### src/rtl/multicycle_controller.sv
// Sequencing FSM for the shared-memory multicycle RV32I-subset datapath.
// Latency: 3-5 cycles per instruction; FETCH/MEMREAD/MEMWRITE hold while mem_ready is low.
module multicycle_controller (
    input  logic       clk,
    input  logic       rst,
    input  logic [6:0] op,
    input  logic       zero,
    input  logic       mem_ready,
    output logic       pcwrite,
    output logic       adrsrc,
    output logic       memwrite,
    output logic       irwrite,
    output logic [1:0] resultsrc,
    output logic [1:0] alusrca,
    output logic [1:0] alusrcb,
    output logic [1:0] aluop,
    output logic [1:0] immsrc,
    output logic       regwrite,
    output logic       illegal,
    output logic       instr_done
);

    localparam logic [6:0] OP_LW   = 7'b0000011;
    localparam logic [6:0] OP_SW   = 7'b0100011;
    localparam logic [6:0] OP_R    = 7'b0110011;
    localparam logic [6:0] OP_I    = 7'b0010011;
    localparam logic [6:0] OP_BEQ  = 7'b1100011;
    localparam logic [6:0] OP_JAL  = 7'b1101111;
    localparam logic [6:0] OP_JALR = 7'b1100111;

    typedef enum logic [3:0] {
        S_FETCH,
        S_DECODE,
        S_MEMADR,
        S_MEMREAD,
        S_MEMWB,
        S_MEMWRITE,
        S_EXECR,
        S_EXECI,
        S_ALUWB,
        S_BEQ,
        S_JAL,
        S_JALR,
        S_JALRPC,
        S_ILLEGAL
    } state_t;

    state_t state_q;
    state_t state_d;

    always_ff @(posedge clk or posedge rst) begin
        if (rst) begin
            state_q <= S_FETCH;
        end else begin
            state_q <= state_d;
        end
    end

    always_comb begin
        case (op)
            OP_SW:   immsrc = 2'b01;
            OP_BEQ:  immsrc = 2'b10;
            OP_JAL:  immsrc = 2'b11;
            default: immsrc = 2'b00;
        endcase
    end

    always_comb begin
        state_d    = state_q;
        pcwrite    = 1'b0;
        adrsrc     = 1'b0;
        memwrite   = 1'b0;
        irwrite    = 1'b0;
        resultsrc  = 2'b00;
        alusrca    = 2'b00;
        alusrcb    = 2'b00;
        aluop      = 2'b00;
        regwrite   = 1'b0;
        illegal    = 1'b0;
        instr_done = 1'b0;

        case (state_q)
            S_FETCH: begin
                // ALU computes PC+4 in parallel with the instruction read.
                alusrcb   = 2'b10;
                resultsrc = 2'b10;
                if (mem_ready) begin
                    irwrite = 1'b1;
                    pcwrite = 1'b1;
                    state_d = S_DECODE;
                end
            end
            S_DECODE: begin
                alusrca = 2'b01;
                alusrcb = 2'b01;
                case (op)
                    OP_LW, OP_SW: state_d = S_MEMADR;
                    OP_R:         state_d = S_EXECR;
                    OP_I:         state_d = S_EXECI;
                    OP_BEQ:       state_d = S_BEQ;
                    OP_JAL:       state_d = S_JAL;
                    OP_JALR:      state_d = S_JALR;
                    default:      state_d = S_ILLEGAL;
                endcase
            end
            S_MEMADR: begin
                alusrca = 2'b10;
                alusrcb = 2'b01;
                state_d = (op == OP_LW) ? S_MEMREAD : S_MEMWRITE;
            end
            S_MEMREAD: begin
                adrsrc = 1'b1;
                if (mem_ready) begin
                    state_d = S_MEMWB;
                end
            end
            S_MEMWB: begin
                resultsrc  = 2'b01;
                regwrite   = 1'b1;
                instr_done = 1'b1;
                state_d    = S_FETCH;
            end
            S_MEMWRITE: begin
                adrsrc   = 1'b1;
                memwrite = 1'b1;
                if (mem_ready) begin
                    instr_done = 1'b1;
                    state_d    = S_FETCH;
                end
            end
            S_EXECR: begin
                alusrca = 2'b10;
                aluop   = 2'b10;
                state_d = S_ALUWB;
            end
            S_EXECI: begin
                alusrca = 2'b10;
                alusrcb = 2'b01;
                aluop   = 2'b10;
                state_d = S_ALUWB;
            end
            S_ALUWB: begin
                regwrite   = 1'b1;
                instr_done = 1'b1;
                state_d    = S_FETCH;
            end
            S_BEQ: begin
                // ALUOut still holds the target computed in DECODE.
                alusrca    = 2'b10;
                aluop      = 2'b01;
                pcwrite    = zero;
                instr_done = 1'b1;
                state_d    = S_FETCH;
            end
            S_JAL: begin
                alusrca = 2'b01;
                alusrcb = 2'b10;
                pcwrite = 1'b1;
                state_d = S_ALUWB;
            end
            S_JALR: begin
                alusrca = 2'b10;
                alusrcb = 2'b01;
                state_d = S_JALRPC;
            end
            S_JALRPC: begin
                // Redirect PC from rs1+imm while the ALU forms the link value OldPC+4.
                pcwrite = 1'b1;
                alusrca = 2'b01;
                alusrcb = 2'b10;
                state_d = S_ALUWB;
            end
            S_ILLEGAL: begin
                illegal    = 1'b1;
                instr_done = 1'b1;
                state_d    = S_FETCH;
            end
            default: begin
                state_d = S_FETCH;
            end
        endcase

        if (rst) begin
            pcwrite    = 1'b0;
            irwrite    = 1'b0;
            memwrite   = 1'b0;
            regwrite   = 1'b0;
            illegal    = 1'b0;
            instr_done = 1'b0;
        end
    end

endmodule

### config.mk
export PLATFORM = sky130hd
export DESIGN_NAME = multicycle_controller
export DESIGN_NICKNAME = d
export VERILOG_FILES = /design/src/rtl/multicycle_controller.sv
export SDC_FILE = /design/constraint.sdc
export NUM_CORES = 1
export LEC_CHECK = 0
export ABC_AREA = 1
export CORE_ASPECT_RATIO = 0.75
export CORE_MARGIN = 4
export CORE_UTILIZATION = 25
export DETAILED_ROUTE_END_ITERATION = 16
export GPL_TIMING_DRIVEN = 0
export PLACE_DENSITY = 0.64
export SLEW_MARGIN = 20
export SYNTH_ARGS = -nofsm -noshare
export SYNTH_HDL_FRONTEND = slang
export SYNTH_SLANG_ARGS = --single-unit
### constraint.sdc
create_clock -name clk -period 1.4 [get_ports clk]
set_input_delay 0.28 -clock clk [delete_from_list [all_inputs] [get_ports clk]]
set_output_delay 0.28 -clock clk [all_outputs]
set_load 0.005 [all_outputs]
Word-level counts from Yosys, hierarchy flattened:

Cells that the tools add are included.

* flip-flop bits (word level): 4
* bits of input ports: 11
* output and inout port bits: 17
* logic and storage cells: 62

* equal/unequal tests: 23
* mux-type cells: 25
* reductions and logical operators: 13

Operator list (number)
* case mux 4 bit (7 select lines): 1
* equality test 4 bit (second input constant): 6
* case mux 4 bit (6 select lines): 1
* equality test 7 bit (second input constant): 3
* equality test 4 x 3 -> 1 bit (second input constant): 4
* case mux 2 bit (2 select lines): 4
* equality test 7 x 6 -> 1 bit (second input constant): 2
* two-way mux 1 bit: 12
* two-way mux 4 bit: 3
* OR reduction 4 bit: 3
* OR reduction 2 bit: 5
* equality test 4 x 2 -> 1 bit (second input constant): 2
* equality test 7 x 2 -> 1 bit (second input constant): 1
* equality test 7 x 5 -> 1 bit (second input constant): 1
* != test 2 bit (second input constant): 3
* case mux 2 bit (3 select lines): 1
* OR reduction 3 bit: 2
* OR reduction 5 bit: 1
* equality test 4 x 1 -> 1 bit (second input constant): 1
* logical NOT 4 bit: 1
* two-way mux 3 bit: 1
* case mux 1 bit (3 select lines): 1
* AND reduction 3 bit: 1
* case mux 1 bit (2 select lines): 1

Longest topological paths before layout:

Gate-level depths: netlist (run 1).

* word-level depth: 4
* mapped depth: 11
* mapped depth without buffers: 11

Worst setup path after synthesis (run 1):

OpenSTA, ideal clock, no wires.

* path type: flip-flop to output port
* start: reg state_q[1]
* end: out pcwrite
* arrival time: 1.063 ns
* data required time: 1.120 ns
* setup slack: 0.057 ns
* stages on the path, launching flop included: 6
* path buffers: 0
* cells stage by stage: dfrtp_1 -> nor2_1 -> inv_2 -> nor2_4 -> nand2_1 -> a21oi_1

* word-level cells in the longest chain between the ends: 4
* elaborated cells on any way between the ends: 7
* classes of those cells: eq/ne (3); mux (2); reduce/logical (2)

Ends and longest elaborated chain
* from (decl): RTL line 48 `state_t state_q;`
* from (signal assigned): RTL line 55 `state_q <= state_d;`
* equality test 4 bit: RTL line 82 `case (state_q)`
* OR reduction 2 bit (no source line)
* case mux 1 bit (3 select lines) (*): RTL line 82
* two-way mux 1 bit (*): RTL line 183 `if (rst) begin`
* to (decl): RTL line 9 `output logic pcwrite,`

Every way passes the cells marked *; elsewhere a longest branch is shown, timed or not.

Final worst setup path (run 1):

* start: reg state_q[2]
* end: out pcwrite

The elaborated chain is that of the path after synthesis.

==> results of run 1 <==
## per-stage QoR
| step | utilization, % | hold slack, ns |
|---|---|---|
| after floorplan | - | 0.0461 |
| after global placement | 39.7 | 0.578 |
| after detailed placement | 39.7 | 0.586 |
| after CTS | 50.6 | 0.443 |
| after global routing | 54.8 | 0.489 |
| final | 54.8 | 0.450 |
## where the power goes
group          switching (mW)  leakage, nW  total (mW)  internal [mW]
logic                   0.815        0.596        1.57          0.754
registers              0.0829       0.0474       0.245          0.162
clock network          0.0537       0.0138       0.150         0.0963
total                   0.952        0.658        1.96           1.01
## what timing repair did
action / 4_1_cts / 5_1_grt
resized for setup: 121 / 26
hold endpoints to repair: 0 / 0
setup endpoints to repair: 19 / 21
buffers inserted: 23 / 6
pin swaps: 18 / 18
hold buffers: 0 / 0
## worst paths after layout
| path | startpoint | to | cells past startpoint |
|---|---|---|---|
| max | state_q[2]$_DFFE_PP0P_ | pcwrite | 9 |
| max in group asynchronous | rst | state_q[3]$_DFFE_PP0P_ | 2 |
| min in group clk | op[4] | state_q[1]$_DFFE_PP0P_ | 4 |
| min | rst | state_q[0]$_DFFE_PP0P_ | 2 |
| min reg2reg | state_q[0]$_DFFE_PP0P_ | state_q[0]$_DFFE_PP0P_ | 3 |
| max reg2reg | state_q[1]$_DFFE_PP0P_ | state_q[2]$_DFFE_PP0P_ | 10 |
## cell type report
type	instances	area, um^2	share of cell area [%]
flip-flops and latches	4	104	8.28
inverters	21	91.3	7.28
repair buffers	56	422	33.6
well taps	34	42.5	3.39
multi-input cells	83	573	45.7
clock buffers	3	22.5	1.79
## cell usage after synthesis (all sizes together)
cell     n  area share, %
nor2    24             24
o211ai   1            1.3
inv     21             14
o21ai    3            2.5
o221ai   1            1.5
nand3   10             10
nand2   37             24
a21oi    4            3.4
nor3     2            1.7
dfrtp    4             17
a41oi    1            1.5
## routing by layer
layer	routed length, um	up-vias	GRT usage, %
met5	0	-	0
met4	43	0	4.91
met3	140	5	4.47
met2	1290	24	27.1
met1	1060	432	16.9
li1	-	457	-
## placed cells by master, fill, tap and decap left out
master / Yosys / final
nand2_1: 36 / 23
dfrtp_1: 4 / 1
buf_6: 0 / 8
nor2_8: 1 / 1
buf_2: 0 / 16
o21ai_2: 0 / 1
nor3_2: 0 / 2
o21ai_1: 2 / 2
nand3_2: 2 / 6
dlygate4sd2_1: 0 / 1
clkbuf_4: 0 / 3
clkdlybuf4s15_1: 0 / 3
a21oi_1: 4 / 2
inv_4: 1 / 3
nor2_2: 6 / 4
a41oi_2: 0 / 1
nand2_4: 0 / 3
nor2_1: 14 / 8
inv_1: 11 / 6
nand2_2: 1 / 11
clkdlybuf4s50_1: 0 / 3
nor2_4: 3 / 11
o211ai_1: 1 / 1
clkinv_4: 0 / 1
buf_4: 0 / 23
o221ai_2: 0 / 1
dfrtp_2: 0 / 3
inv_2: 9 / 11
nand3_1: 8 / 4
a21oi_2: 0 / 2
clkbuf_2: 0 / 2
## logic make-up (layout without fill, tap and decap cells)
| kind of cell | after synthesis | after routing | synth area share (%) |
|---|---|---|---|
| and+or+nand+nor | 73 | 73 | 59.5 |
| AOI/OAI and AO/OA | 10 | 10 | 10.1 |
| buffers and inverters | 21 | 80 | 13.6 |
| DFF | 4 | 4 | 16.8 |
## worst max-delay path: stages (launching register included)
cell	delay, ns
dfrtp_2	0.46
inv_4	0.10
nand2_4	0.07
inv_4	0.07
nand3_2	0.06
nand2_2	0.08
buf_6	0.10
a21oi_2	0.03
a21oi_1	0.13
buf_2	0.14
==> impl_metrics.py, run 1 <==
metrics = {
    "outcome": {
        "status": "finished with violations",
        "violations": "setup timing",
    },
    "pwr": {
        "p_per_area_nw_per_um2": 1560,
        "vdd_ir_drop_max_mv": 0.516,
        "power_leakage_nw": 0.658,
        "power.total_mw": 1.96,
    },
    "sta": {
        "fin_ws_ns": -0.369,
        "period_needed_ns": 1.77,
        "max_freq_ghz": 0.565,
        "period_share_pct": 126,
        "tightest_slew_ns": 0.296,
        "finalSetupTns_ns": -3.64,
        "max-slew-margin-rel_pct": 80.2,
        "hold_violations": 0,
        "rsz0062_at_grt": "true",
        "skew_ns": 0.00494,
        "maxSlewViolCount": 0,
        "finalSetupViolCount": 17,
    },
    "floorplan": {
        "fp.dieW_um": 64.4,
        "chipHeight_um": 50.3,
        "die-area_um2": 3240,
        "rows": 15,
        "core-area_um2": 2290,
        "io_pins": 28,
        "initial_core_util_pct": 26.1,
    },
    "setup_path": {
        "r2r_setup_slack_ns": -0.16,
        "required_ns": 1.12,
        "critPathLaunchType": "flip-flop",
        "cp_max_fo": 4,
        "setup.worst_path.class": "reg2out",
        "crit_path_end_kind": "primary output",
        "cp.arrival_ns": 1.49,
    },
    "yosys": {
        "synthesis.area_um2": 597,
        "avgSynthCellArea_um2": 5.53,
        "syn-num-nets": 119,
        "synth_warnings": 0,
        "synth-seq-cells": 4,
        "ys_seq_area_share_pct": 16.8,
        "synth_cell_types": 19,
        "synth_cells": 108,
    },
    "global_route": {
        "grt.total_usage_pct": 15.0,
        "grt_max_degree": 8,
        "antenna_found_initial": 0,
        "overflow": 0,
        "grt_pass1_vias": 907,
        "grt_pass1_wl_um": 3820,
    },
    "placed_design": {
        "post-place-ws_ns": -0.791,
        "io_buffers": 27,
        "placed_cell_area_um2": 910,
        "gp_congestion": 0.818,
        "numPlacedInstances": 169,
        "dpl.hpwl_um": 1480,
    },
    "cells_and_area": {
        "layout-drive-gt1-share_pct": 67.7,
        "syn_to_final_growth_pct": 110,
        "largest_reg_flops": 4,
        "layout.cells.non_filler": 201,
        "n_fill_cell": 222,
        "stdcell_area_um2": 1250,
        "nets": 180,
        "top_regs": "state_q (4)",
        "diodes": 0,
        "top_register": "state_q",
    },
    "clocking": {
        "cts_tree": "done",
        "cts_sinks": 4,
        "cts_root_buf": "clkbuf_4",
        "clk_pin_slew_ns": 0.04,
        "clkLatencyLatePin_ns": 0.24,
        "h-tree-depth": 1,
        "cts_max_path_buffers": 2,
        "cts_inserted_buffers": 3,
    },
    "detailed_routing": {
        "vias_per_cell": 4.57,
        "antenna_left": 0,
        "drcViolationCount": 0,
        "drt_wl_total_um": 2540,
        "drt_iter0_drc": 15,
        "wl_per_cell_um": 12.6,
        "first_pass_iters": 2,
        "vias": 918,
    },
    "job": {
        "maxCapViolations": 0,
    },
    "hold_path": {
        "hold_class": "in2async",
    },
}
No activity file was read; power rests on OpenSTA's default activity.
==> inputs of run 2 (changes only) <==
Settings changed: SETUP_SLACK_MARGIN set to 0.3, SKIP_LAST_GASP set to 1.
==> impl_metrics.py, run 2 (synthesis gave the netlist of run 1 again) <==
metrics = {
    "detailed_routing": {
        "wl_per_cell_um": 15.0,
        "drt_iter0_drc": 33,
        "vias": 1058,
        "drt_wl_total_um": 3280,
        "first_pass_iters": 4,
        "drcViolationCount": 0,
        "vias_per_cell": 4.83,
        "antenna_left": 0,
    },
    "clocking": {
        "cts_sinks": 4,
        "cts_root_buf": "clkbuf_4",
        "hold_buffers": 0,
        "h-tree-depth": 1,
        "cts_tree": "done",
        "cts_max_path_buffers": 2,
        "cts_inserted_buffers": 3,
        "clk_pin_slew_ns": 0.04,
        "clkLatencyLatePin_ns": 0.25,
    },
    "cells_and_area": {
        "n_fill_cell": 179,
        "nets": 197,
        "layout_commonest_cell": "buf_4",
        "final_cell_mix": "buf_4, nand2_1, buf_6",
        "largest_reg_flops": 4,
        "diodes": 0,
        "layout-drive-gt1-share_pct": 75.1,
        "ff_latch_area_um2": 105,
        "top_register": "state_q",
        "syn_to_final_growth_pct": 149,
        "multi_input_area_um2": 624,
        "top_regs": "state_q (4)",
    },
    "setup_path": {
        "r2r_setup_slack_ns": -0.21,
        "cp_max_fo": 5,
        "cp.arrival_ns": 1.46,
        "crit_path_end_kind": "primary output",
        "cp-endpoint": "alusrcb[0]",
        "critPathLaunchType": "flip-flop",
        "regToRegEndpoint": "state_q[3]$_DFFE_PP0P_",
        "setup.worst_path.class": "reg2out",
        "crit_path_start": "state_q[1]$_DFFE_PP0P_",
        "r2r_start": "state_q[2]$_DFFE_PP0P_",
        "r2r_cells": 10,
        "required_ns": 1.12,
    },
    "sta": {
        "period_share_pct": 125,
        "rsz0062_at_grt": "true",
        "skew_ns": 0.000994,
        "finalSetupTns_ns": -3.82,
        "tightest_slew_ns": 0.399,
        "max-slew-margin-rel_pct": 73.3,
        "fin_ws_ns": -0.344,
        "hold_violations": 0,
        "finalSetupViolCount": 18,
        "max_freq_ghz": 0.574,
        "maxSlewViolCount": 0,
        "period_needed_ns": 1.74,
    },
    "pwr": {
        "vdd_ir_drop_max_mv": 0.524,
        "power.total_mw": 2.36,
        "power_leakage_nw": 0.778,
        "p_per_area_nw_per_um2": 1590,
    },
    "outcome": {
        "violations": "setup timing",
        "status": "finished with violations",
    },
    "global_route": {
        "antenna_found_initial": 0,
        "grt_max_degree": 8,
        "grtUsageMet2_pct": 33.7,
        "grt_pass1_vias": 990,
        "use_met3_pct": 4.47,
        "use_met1_pct": 19.3,
        "grt_busiest_layer": "met2",
        "grt_pass1_wl_um": 4510,
        "grt.total_usage_pct": 18.4,
        "overflow": 0,
    },
    "floorplan": {
        "io_pins": 28,
        "initial_core_util_pct": 26.1,
        "rows": 15,
        "die-area_um2": 3240,
        "core-area_um2": 2290,
        "fp.dieW_um": 64.4,
        "chipHeight_um": 50.3,
    },
    "hold_path": {
        "hold_class": "in2reg",
    },
    "placed_design": {
        "gp_congestion": 0.790,
        "io_buffers": 27,
        "dpl.hpwl_um": 1620,
    },
    "job": {
        "maxCapViolations": 0,
    },
}
run 2: changes by cell type in the layout (fill, tap and decap cells not counted), moves of 3 or more:
| cell | change |
|---|---|
| buf_4 | +10 |
| buf_6 | +9 |
| nand2_2 | -4 |
| clkdlybuf4s15_1 | -3 |
| inv_4 | +3 |
| nand2_4 | +3 |
| nor2_1 | -3 |
run 2: layout make-up:
| type | count | share of cell area [%] |
|---|---|---|
| Clock buffer | 4 | 1.77 |
| Inverter | 21 | 6.31 |
| Multi-Input combinational cell | 83 | 42.0 |
| Sequential cell | 4 | 7.06 |
| Tap cell | 34 | 2.86 |
| Timing Repair Buffer | 73 | 40.0 |
run 2: how the worst min path moves through the flow:
stage	from	end	slack [ns]	depth (start not counted)
final	op[5]	state_q[1]$_DFFE_PP0P_	0.49	4
after global routing	op[5]	state_q[1]$_DFFE_PP0P_	0.52	4
after CTS	op[5]	state_q[1]$_DFFE_PP0P_	0.44	4
after detailed placement	state_q[0]$_DFFE_PP0P_	state_q[0]$_DFFE_PP0P_	0.62	2
after global placement	state_q[0]$_DFFE_PP0P_	state_q[0]$_DFFE_PP0P_	0.61	2
after floorplan	rst	state_q[0]$_DFFE_PP0P_	0.05	1
run 2: repair_timing:
item	CTS	global route
gates resized for setup	135	36
endpoints found under the setup margin	21	21
pin swaps	22	20
setup buffers	37	9
run 2: where the power goes:
group	internal (mW)	switching, mW	total, mW
sequential	0.165	0.0860	0.251
clock	0.108	0.0698	0.178
combinational	0.975	0.957	1.93
run 2: per-layer routing:
layer | vias up | wire [um]
li1 | 494 | -
met2 | 47 | 1730
met1 | 500 | 1240
met4 | 0 | 136
met5 | - | 0
met3 | 17 | 160
run 2: metrics by stage:
step	util, %	area, um^2	worst slack [ns]	hold WS, ns	std cells
global route	65.0	1490	-0.412	0.524	219
CTS	57.1	1310	-0.299	0.440	210
finish	65.0	1490	-0.344	0.487	219
detailed placement	41.6	953	-0.749	0.623	169
global placement	41.6	953	-0.718	0.612	169
floorplan	-	641	0.144	0.0460	108
run 2: critical path, cell delays in order, from the launching register on:
cell      delay [ns]
dfrtp_2         0.46
buf_4           0.16
buf_6           0.12
inv_4           0.07
nor2_4          0.04
nor2_2          0.12
o211ai_1        0.09
buf_2           0.14
==> inputs of run 3 (changes only) <==
Settings changed: RECOVER_POWER set to 25.
Clock period 1.4 ns to 1.8 ns, I/O delays scaled along.
==> impl_metrics.py, run 3 (synthesis gave the netlist of run 1 again) <==
metrics = {
    "outcome": {
        "status": "finished with violations",
        "violations": "setup timing",
    },
    "clocking": {
        "h-tree-depth": 1,
        "clk_pin_slew_ns": 0.04,
        "cts_tree": "done",
        "cts_root_buf": "clkbuf_4",
        "cts_sinks": 4,
        "cts_inserted_buffers": 3,
        "clkLatencyLatePin_ns": 0.24,
        "cts_max_path_buffers": 2,
    },
    "sta": {
        "period_share_pct": 101,
        "fin_ws_ns": -0.0249,
        "maxSlewViolCount": 0,
        "skew_ns": 0.00545,
        "whs_ns": 0.273,
        "max_freq_ghz": 0.548,
        "hold_violations": 0,
        "finalSetupTns_ns": -0.0608,
        "max-slew-margin-rel_pct": 80.2,
        "finalSetupViolCount": 3,
        "tightest_slew_ns": 0.297,
        "period_needed_ns": 1.82,
        "rsz0062_at_grt": "true",
    },
    "detailed_routing": {
        "vias_per_cell": 4.53,
        "first_pass_iters": 4,
        "drt_wl_total_um": 2630,
        "antenna_left": 0,
        "wl_per_cell_um": 13.0,
        "vias": 915,
        "drcViolationCount": 0,
        "drt_iter0_drc": 23,
    },
    "global_route": {
        "overflow": 0,
        "grt_pass1_wl_um": 3970,
        "grt_max_degree": 8,
        "grt.total_usage_pct": 15.5,
        "antenna_found_initial": 0,
        "grt_pass1_vias": 920,
    },
    "cells_and_area": {
        "diodes": 0,
        "layout.cells.non_filler": 202,
        "multi_input_area_um2": 579,
        "syn_to_final_growth_pct": 114,
        "largest_reg_flops": 4,
        "final_cell_mix": "nand2_1, buf_4, nor2_4, buf_2",
        "n_fill_cell": 221,
        "fin_util_pct": 55.7,
        "ff_latch_area_um2": 104,
        "top_register": "state_q",
        "layout-drive-gt1-share_pct": 69.6,
        "top_regs": "state_q (4)",
        "nets": 181,
    },
    "pwr": {
        "clkPwrFrac_pct": 7.7,
        "vdd_ir_drop_max_mv": 0.390,
        "seqPwrFrac_pct": 12.8,
        "p_int_mw": 0.784,
        "p_per_area_nw_per_um2": 1180,
        "power.switching_mw": 0.723,
        "swShare_pct": 48.0,
        "power.total_mw": 1.51,
        "combPwrFrac_pct": 79.5,
        "power_leakage_nw": 0.661,
    },
    "floorplan": {
        "chipHeight_um": 50.3,
        "fp.dieW_um": 64.4,
        "rows": 15,
        "initial_core_util_pct": 26.1,
        "io_pins": 28,
        "core-area_um2": 2290,
        "die-area_um2": 3240,
    },
    "placed_design": {
        "numPlacedInstances": 169,
        "gp_congestion": 0.818,
        "io_buffers": 27,
        "dpl.hpwl_um": 1480,
    },
    "setup_path": {
        "r2r_setup_slack_ns": 0.28,
        "required_ns": 1.44,
        "r2r_cells": 11,
        "cp.arrival_ns": 1.46,
        "crit_path_start": "state_q[3]$_DFFE_PP0P_",
        "setup.worst_path.class": "reg2out",
        "critPathLaunchType": "flip-flop",
        "crit_path_end_kind": "primary output",
        "r2r_start": "state_q[3]$_DFFE_PP0P_",
        "regToRegEndpoint": "state_q[2]$_DFFE_PP0P_",
        "cp_max_fo": 5,
    },
    "job": {
        "maxCapViolations": 0,
    },
    "hold_path": {
        "hold_class": "in2async",
    },
}
[run 3: cell types whose count changed in the layout (fill, tap and decap cells not counted), moves of 3 or more]
cell / delta
nand2_2: +3
buf_4: -9
clkbuf_2: +4
buf_6: -8
nand2_4: -3
nor2_1: +3
nor2_2: -3
buf_2: -3
[run 3: cell type report]
type / instances / share of cell area [%]
clock buffers: 3 / 1.76
inverters: 21 / 7.35
multi-input cells: 83 / 45.4
flip-flops and latches: 4 / 8.14
well taps: 34 / 3.33
repair buffers: 57 / 34.0
[run 3: worst max-delay path by stage]
stage,end,slack [ns],depth (start not counted)
after floorplan,pcwrite,0.38,5
after global placement,immsrc[0],-0.53,7
after detailed placement,immsrc[0],-0.55,7
after CTS,pcwrite,-0.02,8
after global routing,instr_done,-0.09,7
final,alusrcb[0],-0.02,7
[run 3: stage by stage]
step / worst slack, ns / cell area, um^2
finish: -0.0249 / 1280
global route: -0.0948 / 1280
CTS: -0.0173 / 1150
detailed placement: -0.551 / 910
global placement: -0.525 / 910
floorplan: 0.377 / 597
[run 3: routing by layer]
layer	GRT usage (%)	part of all wire, %
met1	17.5	41
met2	28.3	53
met3	4.25	5.3
met4	4.91	0.95
met5	0	0
[run 3: critical path: stages, from the launching register on]
cell	delay, ns
dfrtp_2	0.47
nor2_4	0.18
buf_6	0.13
nand2_4	0.06
nor2_4	0.09
nor2_2	0.05
o211ai_1	0.10
buf_2	0.15
[run 3: what timing repair did]
item	in CTS	in global routing
hold endpoints to repair	0	0
setup endpoints to repair	19	20
buffers inserted	23	7
cloned	0	0
hold buffers	0	0
resized for setup	111	44
pin swaps	16	27
[run 3: power by group through the flow]
stage | logic, mW | registers, mW | clock network (mW)
floorplan | 0.457 | 0.158 | 0
global placement | 0.764 | 0.167 | 0
detailed placement | 0.775 | 0.168 | 0
CTS | 1.02 | 0.180 | 0.118
global route | 1.29 | 0.193 | 0.126
finish | 1.20 | 0.192 | 0.117
